[config.mk]
export PLATFORM = sky130hd
export DESIGN_NAME = multicycle_controller
export DESIGN_NICKNAME = d
export VERILOG_FILES = /design/src/rtl/multicycle_controller_pkg.sv /design/src/rtl/mem_wait_timer.sv /design/src/rtl/multicycle_controller.sv
export SDC_FILE = /design/constraint.sdc
export NUM_CORES = 1
export LEC_CHECK = 0
export BUFFER_PORTS_ARGS = -buffer_cell sky130_fd_sc_hd__buf_2
export CORE_ASPECT_RATIO = 0.5
export CORE_MARGIN = 1.5
export CORE_UTILIZATION = 40
export DETAILED_ROUTE_END_ITERATION = 10
export GPL_ROUTABILITY_DRIVEN = 0
export GPL_TIMING_DRIVEN = 0
export PLACE_DENSITY_LB_ADDON = 0.05
export REMOVE_ABC_BUFFERS = 1
export SLEW_MARGIN = 20
export SYNTH_ARGS = -nofsm -noshare
export SYNTH_HDL_FRONTEND = slang
export SYNTH_SLANG_ARGS = --single-unit
[constraint.sdc]
create_clock -name clk -period 2.55 [get_ports clk]
set_input_delay 0.3825 -clock clk [delete_from_list [all_inputs] [get_ports clk]]
set_output_delay 0.3825 -clock clk [all_outputs]
set_load 0.05 [all_outputs]
[src/rtl/multicycle_controller_pkg.sv]
// Shared encodings for the multicycle controller: control states, opcodes, ALU source selects.
// Zero-valued selects (PC, CONST4) double as the reset/idle datapath setting.
package multicycle_controller_pkg;

  typedef enum logic [3:0] {
    FETCH     = 4'd0,
    DECODE    = 4'd1,
    EXEC_R    = 4'd2,
    EXEC_I    = 4'd3,
    ADDR      = 4'd4,
    MEM_RD    = 4'd5,
    MEM_WR    = 4'd6,
    BRANCH    = 4'd7,
    WRITEBACK = 4'd8,
    TRAP      = 4'd9
  } state_t;

  localparam logic [6:0] OP_RTYPE  = 7'b0110011;
  localparam logic [6:0] OP_ITYPE  = 7'b0010011;
  localparam logic [6:0] OP_LOAD   = 7'b0000011;
  localparam logic [6:0] OP_STORE  = 7'b0100011;
  localparam logic [6:0] OP_BRANCH = 7'b1100011;

  localparam logic       SRC_A_PC     = 1'b0;
  localparam logic       SRC_A_REGOUT = 1'b1;
  localparam logic [1:0] SRC_B_CONST4 = 2'd0;
  localparam logic [1:0] SRC_B_REGOUT = 2'd1;
  localparam logic [1:0] SRC_B_SIGEXT = 2'd2;

  function automatic logic is_wait_state(input state_t s);
    return (s == FETCH) || (s == MEM_RD) || (s == MEM_WR);
  endfunction

endpackage

[src/rtl/mem_wait_timer.sv]
// Memory wait counter: counts not-ready cycles, saturating at MEM_TIMEOUT.
// expired is combinational from the count; clear has priority over counting.
module mem_wait_timer #(
  parameter int unsigned MEM_TIMEOUT = 15
) (
  input  logic clk,
  input  logic rst_n,
  input  logic clear,
  input  logic ready,
  output logic expired
);

  logic [7:0] cnt;

  always_ff @(posedge clk or negedge rst_n) begin
    if (!rst_n) begin
      cnt <= '0;
    end else if (clear) begin
      cnt <= '0;
    end else if (!ready && (cnt != 8'(MEM_TIMEOUT))) begin
      cnt <= cnt + 8'd1;
    end
  end

  assign expired = (cnt == 8'(MEM_TIMEOUT));

endmodule

[src/rtl/multicycle_controller.sv]
// Multicycle CPU control FSM with memory-wait timeout and sticky illegal/timeout traps.
// Strobes are Moore-decoded from state except IRWrite (mem_ready) and PCWrite in BRANCH (zero).
module multicycle_controller
  import multicycle_controller_pkg::*;
#(
  parameter int unsigned OPCODE_WIDTH    = 7,
  parameter int unsigned ALU_SRC_B_WIDTH = 2,
  parameter int unsigned MEM_TIMEOUT     = 15,
  parameter int unsigned EN_BRANCH       = 1
) (
  input  logic                       clk,
  input  logic                       rst_n,
  input  logic [OPCODE_WIDTH-1:0]    opCode,
  input  logic                       mem_ready,
  input  logic                       zero,
  output logic                       PCWrite,
  output logic                       PCWriteCond,
  output logic                       IRWrite,
  output logic                       regFileWrite,
  output logic                       ALUOverride,
  output logic                       memRead,
  output logic                       memWrite,
  output logic                       memToReg,
  output logic                       ALUSrcA,
  output logic [ALU_SRC_B_WIDTH-1:0] ALUSrcB,
  output logic                       illegal,
  output logic                       timeout_err,
  output logic [3:0]                 state_out
);

  state_t state, state_nxt;
  logic   m2r_q, illegal_q, timeout_q;
  logic   set_illegal, set_timeout, expired;
  logic   pcw, pcwc, irw, rfw, alu_ovr, mrd, mwr;
  logic                       sel_a, sel_a_q;
  logic [ALU_SRC_B_WIDTH-1:0] sel_b, sel_b_q;

  // Counter restarts only when a wait state is newly entered, not while resident.
  mem_wait_timer #(.MEM_TIMEOUT(MEM_TIMEOUT)) u_wait (
    .clk     (clk),
    .rst_n   (rst_n),
    .clear   (is_wait_state(state_nxt) && (state_nxt != state)),
    .ready   (mem_ready || !is_wait_state(state)),
    .expired (expired)
  );

  always_ff @(posedge clk or negedge rst_n) begin
    if (!rst_n) begin
      state     <= FETCH;
      m2r_q     <= 1'b0;
      illegal_q <= 1'b0;
      timeout_q <= 1'b0;
      sel_a_q   <= SRC_A_PC;
      sel_b_q   <= ALU_SRC_B_WIDTH'(SRC_B_CONST4);
    end else begin
      state   <= state_nxt;
      sel_a_q <= sel_a;
      sel_b_q <= sel_b;
      if (state == MEM_RD)     m2r_q <= 1'b1;
      else if (state == FETCH) m2r_q <= 1'b0;
      if (set_illegal) illegal_q <= 1'b1;
      if (set_timeout) timeout_q <= 1'b1;
    end
  end

  always_comb begin
    state_nxt   = state;
    set_illegal = 1'b0;
    set_timeout = 1'b0;
    pcw = 1'b0; pcwc = 1'b0; irw = 1'b0; rfw = 1'b0;
    alu_ovr = 1'b0; mrd = 1'b0; mwr = 1'b0;
    sel_a = sel_a_q;
    sel_b = sel_b_q;
    case (state)
      FETCH: begin
        mrd = 1'b1; alu_ovr = 1'b1; irw = mem_ready;
        sel_a = SRC_A_PC; sel_b = ALU_SRC_B_WIDTH'(SRC_B_CONST4);
        if (mem_ready) state_nxt = DECODE;
        else if (expired) begin state_nxt = TRAP; set_timeout = 1'b1; end
      end
      DECODE: begin
        pcw = 1'b1;
        if (opCode == OPCODE_WIDTH'(OP_RTYPE))       state_nxt = EXEC_R;
        else if (opCode == OPCODE_WIDTH'(OP_ITYPE))  state_nxt = EXEC_I;
        else if (opCode == OPCODE_WIDTH'(OP_LOAD) || opCode == OPCODE_WIDTH'(OP_STORE))
          state_nxt = ADDR;
        else if (EN_BRANCH != 0 && opCode == OPCODE_WIDTH'(OP_BRANCH)) state_nxt = BRANCH;
        else begin state_nxt = TRAP; set_illegal = 1'b1; end
      end
      EXEC_R: begin
        sel_a = SRC_A_REGOUT; sel_b = ALU_SRC_B_WIDTH'(SRC_B_REGOUT);
        state_nxt = WRITEBACK;
      end
      EXEC_I: begin
        sel_a = SRC_A_REGOUT; sel_b = ALU_SRC_B_WIDTH'(SRC_B_SIGEXT);
        state_nxt = WRITEBACK;
      end
      ADDR: begin
        sel_a = SRC_A_REGOUT; sel_b = ALU_SRC_B_WIDTH'(SRC_B_SIGEXT);
        if (opCode == OPCODE_WIDTH'(OP_LOAD))       state_nxt = MEM_RD;
        else if (opCode == OPCODE_WIDTH'(OP_STORE)) state_nxt = MEM_WR;
        else begin state_nxt = TRAP; set_illegal = 1'b1; end
      end
      MEM_RD: begin
        mrd = 1'b1;
        if (mem_ready) state_nxt = WRITEBACK;
        else if (expired) begin state_nxt = TRAP; set_timeout = 1'b1; end
      end
      MEM_WR: begin
        mwr = 1'b1;
        if (mem_ready) state_nxt = FETCH;
        else if (expired) begin state_nxt = TRAP; set_timeout = 1'b1; end
      end
      BRANCH: begin
        pcwc = 1'b1; pcw = zero;
        sel_a = SRC_A_REGOUT; sel_b = ALU_SRC_B_WIDTH'(SRC_B_REGOUT);
        state_nxt = FETCH;
      end
      WRITEBACK: begin
        rfw = 1'b1;
        state_nxt = FETCH;
      end
      TRAP: state_nxt = TRAP;
      default: begin state_nxt = TRAP; set_illegal = 1'b1; end
    endcase
  end

  // Reset gates the decode so FETCH strobes never leak while rst_n is low.
  assign PCWrite      = rst_n & pcw;
  assign PCWriteCond  = rst_n & pcwc;
  assign IRWrite      = rst_n & irw;
  assign regFileWrite = rst_n & rfw;
  assign ALUOverride  = rst_n & alu_ovr;
  assign memRead      = rst_n & mrd;
  assign memWrite     = rst_n & mwr;
  assign memToReg     = rst_n & m2r_q & (state == WRITEBACK);
  assign ALUSrcA      = rst_n & sel_a;
  assign ALUSrcB      = rst_n ? sel_b : '0;
  assign illegal      = illegal_q;
  assign timeout_err  = timeout_q;
  assign state_out    = state;

endmodule

==> metrics <==
share of cells above drive strength 1=25.4%; Die H=approximately 44 um; post-synth cell types=51; nets@finish=186; final hold vios=0; Syn Inst Count=150; vias in the first global route=~1.1k; row count=14; Worst EP required=2.67 ns; global-route wire length before repair=about 5300 um; Starting DRT DRC Count=73; top_reg_cell synth=dfrtp_1; Detail Route Antenna Nets=0; Setup crit start kind=flip-flop; Core Area=approximately 3000 um2; final core utilization=about half; Fillers=304; CTS tree=done; status=completed; HP Class=in -> async; Setup Viol. Count Final=0; leak pwr=0.000655 uW; Worst Path Max Fanout=23; top cells by area, synth=dfrtp_1, nor2_1, nor3_1; Worst Setup End Kind=flip-flop; Diodes inserted=0; cell count after placement=roughly 210; MaxCap Viol Count=0; Data arrival, critical path=2.49 ns; Synth area leader=dfrtp_1; Max VDD drop=roughly 0.36 mV; num ports=28; Fmax=approximately 420 MHz; minimum clock period=2.37 ns; cts bufs inserted=3; CTS H-tree lvls=1; Layout area overhead=15.6%; overall routed net length=between 3000 and 4000 um; Root Buffer=clkbuf_8; PortBufs=27; pwr dens=710 nW/um2; Global Route Usage Sum=a little under a fifth; Synth top area share=about 34%; Worst Clk Skew=between 0.005 and 0.006 ns; antenna violations before repair=0; RSZ-0062 raised after global routing=false; largest net degree at the start of global routing=27; Yosys reg bits=18; synthesized area per cell=slightly below 9 um2; average wire per standard cell=roughly 15 um; post-route clock period utilization=92.9%; Async S/R FF share, synth=100%; post-route cell area=roughly 1500 um2; post-synthesis sequential area ratio=about a third; setup repair bufs after CTS=0; Mapped Area=roughly 1300 um2; Post-Layout Cell Count=about 210; Worst Max-Slew Pin Slew=0.530 ns; hpwl dp=2180 um; DRC viols=0; cell area after placement=roughly 1500 um2; hold_buf cts=0; Sink Count=18; EDFF count, synth=0; Via Count=between 1k and 1.5k; DRT Pass-1 Iters=4; yosys warns=0; CTS max path bufs=2; via density per instance=5.54; Max Slew Vio Count=0; crit path kind=reg -> reg; GRT overflow=0; Starting Density=42.9%; Die Footprint=about 3700 um2; Slew headroom=64.5%; die width=between 80 and 90 um; clk slew on worst S/H paths=~0.080 ns; worst-skew pair later-pin latency=~0.26 ns
==> synthesized netlist by cell type, types with 5 or more instances <==
cell type  instances
and2_1             6
xnor2_1            5
nand4_1            5
dfrtp_1           18
a21oi_1            5
nand3_1            6
nand2_1            6
nor2_1            17
nor3_1            11
inv_1              8
==> power by group <==
part | leakage, uW | switching [uW] | internal, uW
sequential | 0.000231 | 91.8 | 332
clock | 0.0000288 | 105 | 137
combinational | 0.000396 | 275 | 145
==> metal layers <==
metal	share of wire (%)	GRT usage, %	routed length (um)
met5	0	0	0
met1	54	27.8	1680
met4	0.26	1.97	8
met2	41	26.7	1280
met3	4.3	5.14	132
==> metrics by stage <==
step	power [uW]	worst slack [ns]	TNS, ns	hold slack, ns
6_report	1090	0.181	0	0.0855
5_1_grt	1160	0.0327	0	0.131
4_1_cts	1090	0.0105	0	0.104
3_5_place_dp	840	-0.102	-0.721	0.389
3_3_place_gp	841	-0.0947	-0.727	0.387
2_1_floorplan	726	-0.418	-0.418	0.0869
==> critical path: stages (launching register included) <==
cell      delay, ns
dfrtp_4        0.58
nor2b_1        0.32
a211oi_1       0.12
a211o_1        0.31
a221o_1        0.34
a211oi_4       0.44
nor3_1         0.11
==> flip-flops by register name, summed over array words and instances (netlist names) <==
| register | flops |
|---|---|
| u_wait.cnt | 8 |
| timeout_err | 1 |
| sel_a_q | 1 |
| state_out | 4 |
| illegal | 1 |
| sel_b_q | 2 |
| m2r_q | 1 |
==> placed cells by master, fill, tap and decap left out, drive strengths merged, types with 5 or more instances in the layout <==
master,instances
a21oi,5
and2,6
buf,27
dfrtp,18
inv,8
nand2,6
nand3,6
nand4,5
nor2,17
nor3,12
o21ai,5
xnor2,5
==> final timing paths <==
check | from | cells after the start | slack [ns] | to
worst max register to register | state_out[0] | 6 | 0.18 | u_wait.cnt[4]
worst min register to register | timeout_err | 1 | 0.47 | timeout_err
min in group clk | timeout_err | 1 | 0.47 | timeout_err
worst max-delay path | state_out[0] | 6 | 0.18 | u_wait.cnt[4]
max in group asynchronous | rst_n | 1 | 2.08 | state_out[0]
worst min-delay path | rst_n | 1 | 0.09 | u_wait.cnt[3]
==> layout make-up <==
cell class | count | area, um2 | share of cell area [%]
Clock buffer | 4 | 55.1 | 3.60
Inverter | 8 | 30.0 | 1.96
Multi-Input combinational cell | 116 | 801 | 52.4
Sequential cell | 18 | 458 | 30.0
Tap cell | 40 | 50.0 | 3.27
Timing Repair Buffer | 27 | 135 | 8.84
==> cell families (layout without fill, tap and decap cells) <==
kind of cell	after synthesis	after routing	synth area share (%)
simple gates	72	72	31.9
compound gates	32	32	20.2
flops	18	18	34.1
buf+inv	16	39	5.39
xor+xnor	9	9	5.96
mux	2	2	1.61
fa+ha+maj	1	1	0.946
==> repair_timing <==
action,in CTS,in global routing
gates cloned,0,0
resized for setup,1,4
pin swaps,0,0
endpoints found under the setup margin,8,10
Note: power is estimated with default switching activity, not from simulation.
